===== config.mk =====
export PLATFORM = sky130hd
export DESIGN_NAME = dtc_share_sched_flat
export DESIGN_NICKNAME = d
export VERILOG_FILES = /design/src/rtl/dtc_share_sched_if.sv /design/src/rtl/dtc_share_sched.sv /design/src/flat_wrapper.sv
export SDC_FILE = /design/constraint.sdc
export NUM_CORES = 1
export LEC_CHECK = 0
export CORE_MARGIN = 5
export CORE_UTILIZATION = 47
export DETAILED_ROUTE_END_ITERATION = 10
export GPL_ROUTABILITY_DRIVEN = 1
export PLACE_DENSITY_LB_ADDON = 0.15
export SLEW_MARGIN = 20
export SYNTH_ARGS = -nofsm -noshare
export SYNTH_HDL_FRONTEND = slang
export SYNTH_SLANG_ARGS = --single-unit

===== constraint.sdc =====
create_clock -name clk -period 4.51 [get_ports clk]
set_input_delay 0.451 -clock clk [delete_from_list [all_inputs] [get_ports clk]]
set_output_delay 0.451 -clock clk [all_outputs]
set_load 0.02 [all_outputs]

===== src/rtl/dtc_share_sched_if.sv =====
// Requester, classifier and response signals of the shared decision-tree scheduler.
interface dtc_share_sched_if #(
  parameter int N_REQ = 4,
  parameter int IN_W  = 12,
  parameter int OUT_W = 3
);
  localparam int ID_W = $clog2(N_REQ);

  logic [N_REQ-1:0]      req_valid;
  logic [N_REQ-1:0]      req_ready;
  logic [N_REQ*IN_W-1:0] req_feat;
  logic [IN_W-1:0]       dt_inp;
  logic [OUT_W-1:0]      dt_outp;
  logic                  rsp_valid;
  logic                  rsp_ready;
  logic [OUT_W-1:0]      rsp_class;
  logic [ID_W-1:0]       rsp_id;

  modport master (
    output req_valid, req_feat, dt_outp, rsp_ready,
    input  req_ready, dt_inp, rsp_valid, rsp_class, rsp_id
  );

  modport slave (
    input  req_valid, req_feat, dt_outp, rsp_ready,
    output req_ready, dt_inp, rsp_valid, rsp_class, rsp_id
  );
endinterface


===== src/rtl/dtc_share_sched.sv =====
// Round-robin time-sharing of one combinational classifier among N_REQ requesters;
// the feature is registered, held SETTLE cycles, then the class is returned with its owner ID.
module dtc_share_sched #(
  parameter int N_REQ  = 4,
  parameter int IN_W   = 12,
  parameter int OUT_W  = 3,
  parameter int SETTLE = 1,
  parameter int CNT_W  = 16
) (
  input  logic             clk,
  input  logic             rst,
  dtc_share_sched_if.slave bus,
  output logic             busy,
  output logic [CNT_W-1:0] done_cnt
);
  localparam int ID_W = $clog2(N_REQ);

  typedef enum logic [1:0] {IDLE, EVAL, RESP} state_t;

  state_t          state;
  logic [ID_W-1:0] rr_ptr;
  logic [ID_W-1:0] id_q;
  logic [ID_W-1:0] win;
  logic            found;
  logic [2:0]      settle_cnt;
  int unsigned     idx;

  // Search starts at rr_ptr and wraps, so a non-valid pointer target is skipped
  // while rotation order is preserved.
  always_comb begin
    found = 1'b0;
    win   = '0;
    idx   = 0;
    for (int unsigned k = 0; k < N_REQ; k++) begin
      idx = 32'(rr_ptr) + k;
      if (idx >= N_REQ) idx = idx - N_REQ;
      if (!found && bus.req_valid[idx]) begin
        found = 1'b1;
        win   = ID_W'(idx);
      end
    end
  end

  always_comb begin
    bus.req_ready = '0;
    if (!rst && state == IDLE && found) bus.req_ready[win] = 1'b1;
  end

  assign busy = (state != IDLE);

  always_ff @(posedge clk or posedge rst) begin
    if (rst) begin
      state         <= IDLE;
      rr_ptr        <= '0;
      id_q          <= '0;
      settle_cnt    <= '0;
      bus.dt_inp    <= '0;
      bus.rsp_valid <= 1'b0;
      bus.rsp_class <= '0;
      bus.rsp_id    <= '0;
      done_cnt      <= '0;
    end else begin
      case (state)
        IDLE: begin
          if (found) begin
            bus.dt_inp <= bus.req_feat[win*IN_W +: IN_W];
            id_q       <= win;
            rr_ptr     <= (win == ID_W'(N_REQ - 1)) ? '0 : win + ID_W'(1);
            settle_cnt <= 3'(SETTLE - 1);
            state      <= EVAL;
          end
        end
        EVAL: begin
          if (settle_cnt != '0) begin
            settle_cnt <= settle_cnt - 3'd1;
          end else begin
            bus.rsp_class <= bus.dt_outp;
            bus.rsp_id    <= id_q;
            bus.rsp_valid <= 1'b1;
            state         <= RESP;
          end
        end
        RESP: begin
          if (bus.rsp_ready) begin
            bus.rsp_valid <= 1'b0;
            if (done_cnt != '1) done_cnt <= done_cnt + CNT_W'(1);
            state <= IDLE;
          end
        end
        default: state <= IDLE;
      endcase
    end
  end
endmodule


===== src/flat_wrapper.sv =====
// flat-port wrapper written by rule: the top's interface ports become plain ports
module dtc_share_sched_flat 
#(
  parameter int N_REQ  = 4,
  parameter int IN_W   = 12,
  parameter int OUT_W  = 3,
  parameter int SETTLE = 1,
  parameter int CNT_W  = 16
)
  (clk, rst, busy, done_cnt, bus_req_valid, bus_req_feat, bus_dt_outp, bus_rsp_ready, bus_req_ready, bus_dt_inp, bus_rsp_valid, bus_rsp_class, bus_rsp_id);
  dtc_share_sched_if #(.N_REQ(N_REQ), .IN_W(IN_W), .OUT_W(OUT_W)) bus_i ();
  input  logic clk;
  input  logic rst;
  output logic busy;
  output logic [CNT_W-1:0] done_cnt;
  input wire logic [$bits(bus_i.req_valid)-1:0] bus_req_valid;
  input wire logic [$bits(bus_i.req_feat)-1:0] bus_req_feat;
  input wire logic [$bits(bus_i.dt_outp)-1:0] bus_dt_outp;
  input wire logic [$bits(bus_i.rsp_ready)-1:0] bus_rsp_ready;
  output wire logic [$bits(bus_i.req_ready)-1:0] bus_req_ready;
  output wire logic [$bits(bus_i.dt_inp)-1:0] bus_dt_inp;
  output wire logic [$bits(bus_i.rsp_valid)-1:0] bus_rsp_valid;
  output wire logic [$bits(bus_i.rsp_class)-1:0] bus_rsp_class;
  output wire logic [$bits(bus_i.rsp_id)-1:0] bus_rsp_id;
  assign bus_i.req_valid = bus_req_valid;
  assign bus_i.req_feat = bus_req_feat;
  assign bus_i.dt_outp = bus_dt_outp;
  assign bus_i.rsp_ready = bus_rsp_ready;
  assign bus_req_ready = bus_i.req_ready;
  assign bus_dt_inp = bus_i.dt_inp;
  assign bus_rsp_valid = bus_i.rsp_valid;
  assign bus_rsp_class = bus_i.rsp_class;
  assign bus_rsp_id = bus_i.rsp_id;
  dtc_share_sched #(.N_REQ(N_REQ), .IN_W(IN_W), .OUT_W(OUT_W), .SETTLE(SETTLE), .CNT_W(CNT_W)) u_core (.clk(clk), .rst(rst), .bus(bus_i), .busy(busy), .done_cnt(done_cnt));
endmodule

==> results of run 1 <==
critical path: stages:
cell             delay [ns]
clkdlybuf4s50_1        0.59
nor4_1                 0.10
nor3_2                 0.72
o21ai_2                0.44
nor3b_1                0.32
clkdlybuf4s50_1        0.65
power groups by stage:
stage               sequential (uW)  combinational, uW  clock [uW]
floorplan                       731                556           0
global placement                624                991           0
detailed placement              628               1020           0
CTS                             619               1020         369
global route                    639               1110         386
finish                          619               1010         361
kinds of logic after synthesis:
family,after synthesis,share of synthesized area (%)
and+or+nand+nor,88,19.6
DFF,43,43.8
AOI/OAI and AO/OA,42,17.7
buffers and inverters,19,4.43
muxes,19,8.25
xor gates and xnor gates,12,4.28
adders and majority gates,4,2.04
flip-flops by register name (all words and copies together), names as in the netlist:
signal                cells
u_core.bus.rsp_valid      1
u_core.bus.rsp_id         2
u_core.bus.dt_inp        12
u_core.settle_cnt         3
u_core.state              2
u_core.bus.rsp_class      3
u_core.done_cnt          16
u_core.rr_ptr             2
u_core.id_q               2
per-layer routing:
| layer | GRT usage (%) | share of wire [%] | vias up |
|---|---|---|---|
| met5 | 0 | 0 | - |
| met4 | 4.65 | 1.0 | 0 |
| met3 | 5.64 | 10 | 8 |
| met2 | 33.1 | 47 | 77 |
| met1 | 23.7 | 41 | 993 |
| li1 | - | - | 1010 |
cell usage in the layout, fill, tap and decap left out, types with 4 or more instances in the layout:
master / synthesis / routed
a211oi_2: 9 / 9
a21oi_1: 5 / 5
a221oi_2: 9 / 9
and2_1: 11 / 11
and3_1: 5 / 5
clkbuf_8: 0 / 5
clkdlybuf4s50_1: 0 / 96
dfrtp_1: 43 / 43
ha_1: 4 / 4
inv_1: 9 / 8
mux2_2: 5 / 5
mux2i_1: 12 / 12
nand2_1: 13 / 13
nand3_1: 11 / 11
nand4_1: 5 / 5
nor2_1: 23 / 23
xnor2_1: 9 / 9
per-stage QoR:
step / power [uW] / hold WS [ns] / cells / utilization [%]
final: 1990 / 0.481 / 393 / 70.2
after global routing: 2140 / 0.498 / 393 / 70.2
after CTS: 2010 / 0.485 / 393 / 70.1
after detailed placement: 1640 / 0.469 / 385 / 67.4
after global placement: 1610 / 0.461 / 385 / 67.4
after floorplan: 1290 / 0.443 / 227 / -
final timing paths:
path,startpoint,end,slack [ns],cells after the start
worst max-delay path,bus_req_valid[2],bus_req_ready[0],0.78,6
worst min-delay path,u_core.settle_cnt[0]$_DFFE_PP0P_,u_core.settle_cnt[0]$_DFFE_PP0P_,0.48,1
worst max register to register,u_core.state[1]$_DFFE_PP0P_,u_core.bus.dt_inp[9]$_DFFE_PP0P_,2.24,4
worst min register to register,u_core.settle_cnt[0]$_DFFE_PP0P_,u_core.settle_cnt[0]$_DFFE_PP0P_,0.48,1
max in group asynchronous,rst,u_core.done_cnt[2]$_DFFE_PP0P_,3.42,3
min in group asynchronous,rst,u_core.id_q[0]$_DFFE_PP0P_,0.72,3
final cells by class:
cell class | instances | share of cell area (%)
Clock inverter | 3 | 1.88
Sequential cell | 43 | 30.0
Clock buffer | 5 | 1.92
Timing Repair Buffer | 97 | 27.0
Multi-Input combinational cell | 165 | 35.7
Inverter | 10 | 1.05
Tap cell | 70 | 2.44
==> impl_metrics.yaml, run 1 <==
power_and_ir_drop:
  p_switching_uw: 778
  p_sw_share_pct: 39.1
  p_clk_share_pct: 18.1
  internal-power_uw: 1210
  leakage_uw: 0.00149
  p_seq_share_pct: 31.1
  power_density_nw_per_um2: 555
  ir_drop_mv: 0.400
  pwr-share-comb_pct: 50.8
sta:
  worst_pin_slew_ns: 0.939
  clock-skew-final_ns: 0.00884
  relSlewSlack_pct: 37.0
  drv_slew: 0
  tns_ns: 0
  fin_crit_ns: 3.73
  fin_ws_ns: 0.782
  rsz0062_at_grt: "false"
  max_freq_mhz: 268
  setup_viol: 0
  hold_viol: 0
  fin_crit_sh_pct: 82.7
detailed_routing:
  totalWireLength_mm: 6.29
  drc: 0
  via_per_inst: 5.31
  first_iter_violations: 82
  avgRoutedWirePerCell_um: 16.0
  via_count: 2088
  antenna_left: 0
  dr.pass1.iters: 4
clock_network:
  clk_pin_slew_ns: 0.09
  cts-htree-levels: 2
  cts_buffers: 5
  cts_setup_buffers: 0
  clk_latency_ns: 0.29
  cts_hold_buffers: 0
  clockRootBuffer: "clkbuf_8"
  max-clock-path-buffers: 2
  ctsResizeCount: 0
  cts_tree: "done"
  cts_sinks: 43
floorplanning:
  dieArea_um2: 6770
  rows: 26
  coreArea_um2: 5110
  die_w_um: 82.3
  start_util_pct: 48.1
  io-pin-count: 97
  die_y_um: 82.3
yosys:
  synthFlopType: "dfrtp_1"
  yosysMostFrequentCell: "dfrtp_1"
  yosysTopAreaCell: "dfrtp_1"
  syn_inst: 227
  synthTopCellsByArea: "dfrtp_1 44%, a221oi_2 5.5%, mux2i_1 4.9%"
  yosysTopAreaCellShare_pct: 43.8
  synth_commonest_cells: "43 x dfrtp_1, 23 x nor2_1, 13 x nand2_1, 12 x mux2i_1"
  syn_avg_cell_area_um2: 10.8
  seq_area_frac_synth_pct: 43.8
  synth_edf_count: 0
  synth_nets: 289
  ys.warnings.count: 0
  yosysUniqueCellTypes: 47
  synth_area_um2: 2460
  ys_ff_latch: 43
  synth-async-reset-ratio_pct: 100
layout:
  fillers: 425
  finalNetCount: 384
  area_delta_synth_final_pct: 45.9
  design_area_um2: 3580
  regArea_um2: 1080
  diodes: 0
  multiInputGateArea_um2: 1280
  drive_gt1_share_pct: 13.9
critical_path:
  cp_max_fo: 14
  arrival_ns: 3.28
  endpoint_kind: "output port"
  critPathKind: "input pin to output port"
  critPathRequiredTime_ns: 4.06
  start_kind: "input pin"
worst_hold_path:
  hold_class: "flop to flop"
outcome:
  outcome: "complete, no violations"
placement:
  gp_congestion: 0.874
  post_dp_cell_area_um2: 3440
  io_buffers: 96
  hpwl_mm: 4.76
  place_ws_ns: 0.755
global_routing:
  grt_max_degree: 45
  grt_usage_pct: 19.3
  antenna_found_initial: 0
  grt_pass1_wl_mm: 10.1
  grt-ovfl-total: 0
  grt_pass1_vias: 2141
job:
  maxCapViolCount: 0
(Power assumes the default switching activity.)
==> run 2, diff against run 1 <==
--- a/config.mk
+++ b/config.mk
@@ -6,7 +6,7 @@
 export NUM_CORES = 1
 export LEC_CHECK = 0
 export CORE_MARGIN = 5
-export CORE_UTILIZATION = 47
+export CORE_UTILIZATION = 44
 export DETAILED_ROUTE_END_ITERATION = 10
 export GPL_ROUTABILITY_DRIVEN = 1
 export PLACE_DENSITY_LB_ADDON = 0.15
==> constraint.sdc (replaced) <==
create_clock -name clk -period 3.7 [get_ports clk]
set_input_delay 0.37 -clock clk [delete_from_list [all_inputs] [get_ports clk]]
set_output_delay 0.37 -clock clk [all_outputs]
set_load 0.02 [all_outputs]
==> impl_metrics.yaml, run 2 (synthesis results as in run 1) <==
floorplanning:
  dieArea_um2: 7180
  rows: 27
  start_util_pct: 44.9
  coreArea_um2: 5470
  die_w_um: 84.7
  die_y_um: 84.7
  io-pin-count: 97
clock_network:
  clk_latency_ns: 0.29
  max-clock-path-buffers: 2
  ctsResizeCount: 0
  cts_setup_buffers: 0
  cts_buffers: 5
  clk_pin_slew_ns: 0.08
  cts-htree-levels: 2
  cts_hold_buffers: 0
  cts_tree: "done"
  clockRootBuffer: "clkbuf_8"
  cts_sinks: 43
sta:
  setup_viol: 0
  drv_slew: 0
  rsz0062_at_grt: "false"
  clock-skew-final_ns: 0.00307
  max_freq_mhz: 346
  hold_viol: 0
  worst_pin_slew_ns: 0.593
  fin_crit_sh_pct: 78.1
  relSlewSlack_pct: 60.4
  tns_ns: 0
  fin_crit_ns: 2.89
power_and_ir_drop:
  pwr-share-comb_pct: 54.5
  p_seq_share_pct: 32.9
  internal-power_uw: 1360
  p_sw_share_pct: 40.7
  p_switching_uw: 937
  power_density_nw_per_um2: 646
  ir_drop_mv: 0.386
  leakage_uw: 0.00149
  power_uw: 2300
  p_clk_share_pct: 12.6
layout:
  finalNetCount: 389
  area_delta_synth_final_pct: 45.0
  most-common-layout-cells: "96 x clkdlybuf4s50_1, 43 x dfrtp_1, 23 x nor2_1"
  final_common_cell: "clkdlybuf4s50_1"
  fillers: 475
  diodes: 0
  largest_register_ffs: 16
  largest_register: "u_core.done_cnt"
  drive_gt1_share_pct: 14.6
  reg_top3: "u_core.done_cnt x16, u_core.bus.dt_inp x12"
critical_path:
  critPathRequiredTime_ns: 3.33
  max_stage_delay_ns: 0.66
  crit_chain: "clkdlybuf4s50_1, inv_2, nand3_1, nand3_2, nor4_1, clkdlybuf4s50_1"
  crit_buf_inv: 3
  endpoint_kind: "output port"
  crit_slowest_cell: "clkdlybuf4s50_1"
  critPathKind: "input pin to output port"
  cp_max_fo: 15
  crit_family: "buffers and inverters"
  start_kind: "input pin"
  arrival_ns: 2.52
  critPathMostFrequentCell: "clkdlybuf4s50_1"
placement:
  gp_congestion: 0.814
  hpwl_mm: 4.77
  io_buffers: 96
detailed_routing:
  antenna_left: 0
  totalWireLength_mm: 6.45
  first_iter_violations: 40
  via_per_inst: 5.16
  drc: 0
  avgRoutedWirePerCell_um: 16.1
  dr.pass1.iters: 4
  via_count: 2064
global_routing:
  antenna_found_initial: 0
  grt-ovfl-total: 0
  grt_pass1_vias: 2216
  grt_pass1_wl_mm: 11.0
  grt_usage_pct: 18.6
  grt_max_degree: 44
outcome:
  outcome: "complete, no violations"
job:
  maxCapViolCount: 0
worst_hold_path:
  hold_class: "flop to flop"
## run 2: stage by stage
stage	std cells	setup WS [ns]	util, %	area [um2]	hold slack (ns)
6_report	400	0.810	65.1	3560	0.481
5_1_grt	400	0.630	65.1	3560	0.515
4_1_cts	400	0.810	65.1	3560	0.487
3_5_place_dp	392	0.807	63.6	3480	0.469
3_3_place_gp	392	0.843	63.6	3480	0.465
2_1_floorplan	227	1.42	-	2460	0.443
## run 2: power groups by stage
stage | Combinational [uW] | Clock [uW] | Sequential, uW
after floorplan | 678 | 0 | 891
after global placement | 1250 | 0 | 760
after detailed placement | 1270 | 0 | 767
after CTS | 1270 | 301 | 759
after global routing | 1370 | 315 | 783
final | 1250 | 290 | 757
## run 2: area by class of cell
cell class	instances	area, um2	area share [%]
clock inverters	1	5.00	0.140
repair buffers	102	1010	28.2
multi-input cells	165	1270	35.7
flip-flops and latches	43	1080	30.2
well taps	72	90.1	2.53
inverters	10	37.5	1.05
clock buffers	7	76.3	2.14
## run 2: path summary, 6_finish.rpt
| path | start | endpoint | slack (ns) | cells past startpoint |
|---|---|---|---|---|
| setup / recovery | bus_req_valid[3] | bus_req_ready[3] | 0.81 | 6 |
| hold / removal | u_core.settle_cnt[0]$_DFFE_PP0P_ | u_core.settle_cnt[0]$_DFFE_PP0P_ | 0.48 | 1 |
| setup reg to reg | u_core.rr_ptr[1]$_DFFE_PP0P_ | u_core.bus.dt_inp[2]$_DFFE_PP0P_ | 1.62 | 5 |
| hold reg to reg | u_core.settle_cnt[0]$_DFFE_PP0P_ | u_core.settle_cnt[0]$_DFFE_PP0P_ | 0.48 | 1 |
| max in group asynchronous | rst | u_core.done_cnt[8]$_DFFE_PP0P_ | 2.69 | 3 |
| min in group asynchronous | rst | u_core.settle_cnt[1]$_DFFE_PP0P_ | 0.63 | 3 |
## run 2: per-layer routing
metal  track usage [%]  share of wire (%)  wire, um
met4              3.45               0.62        40
met5                 0                  0         0
met2              31.1                 48      3080
met1              24.2                 45      2930
met3              5.50                6.3       407
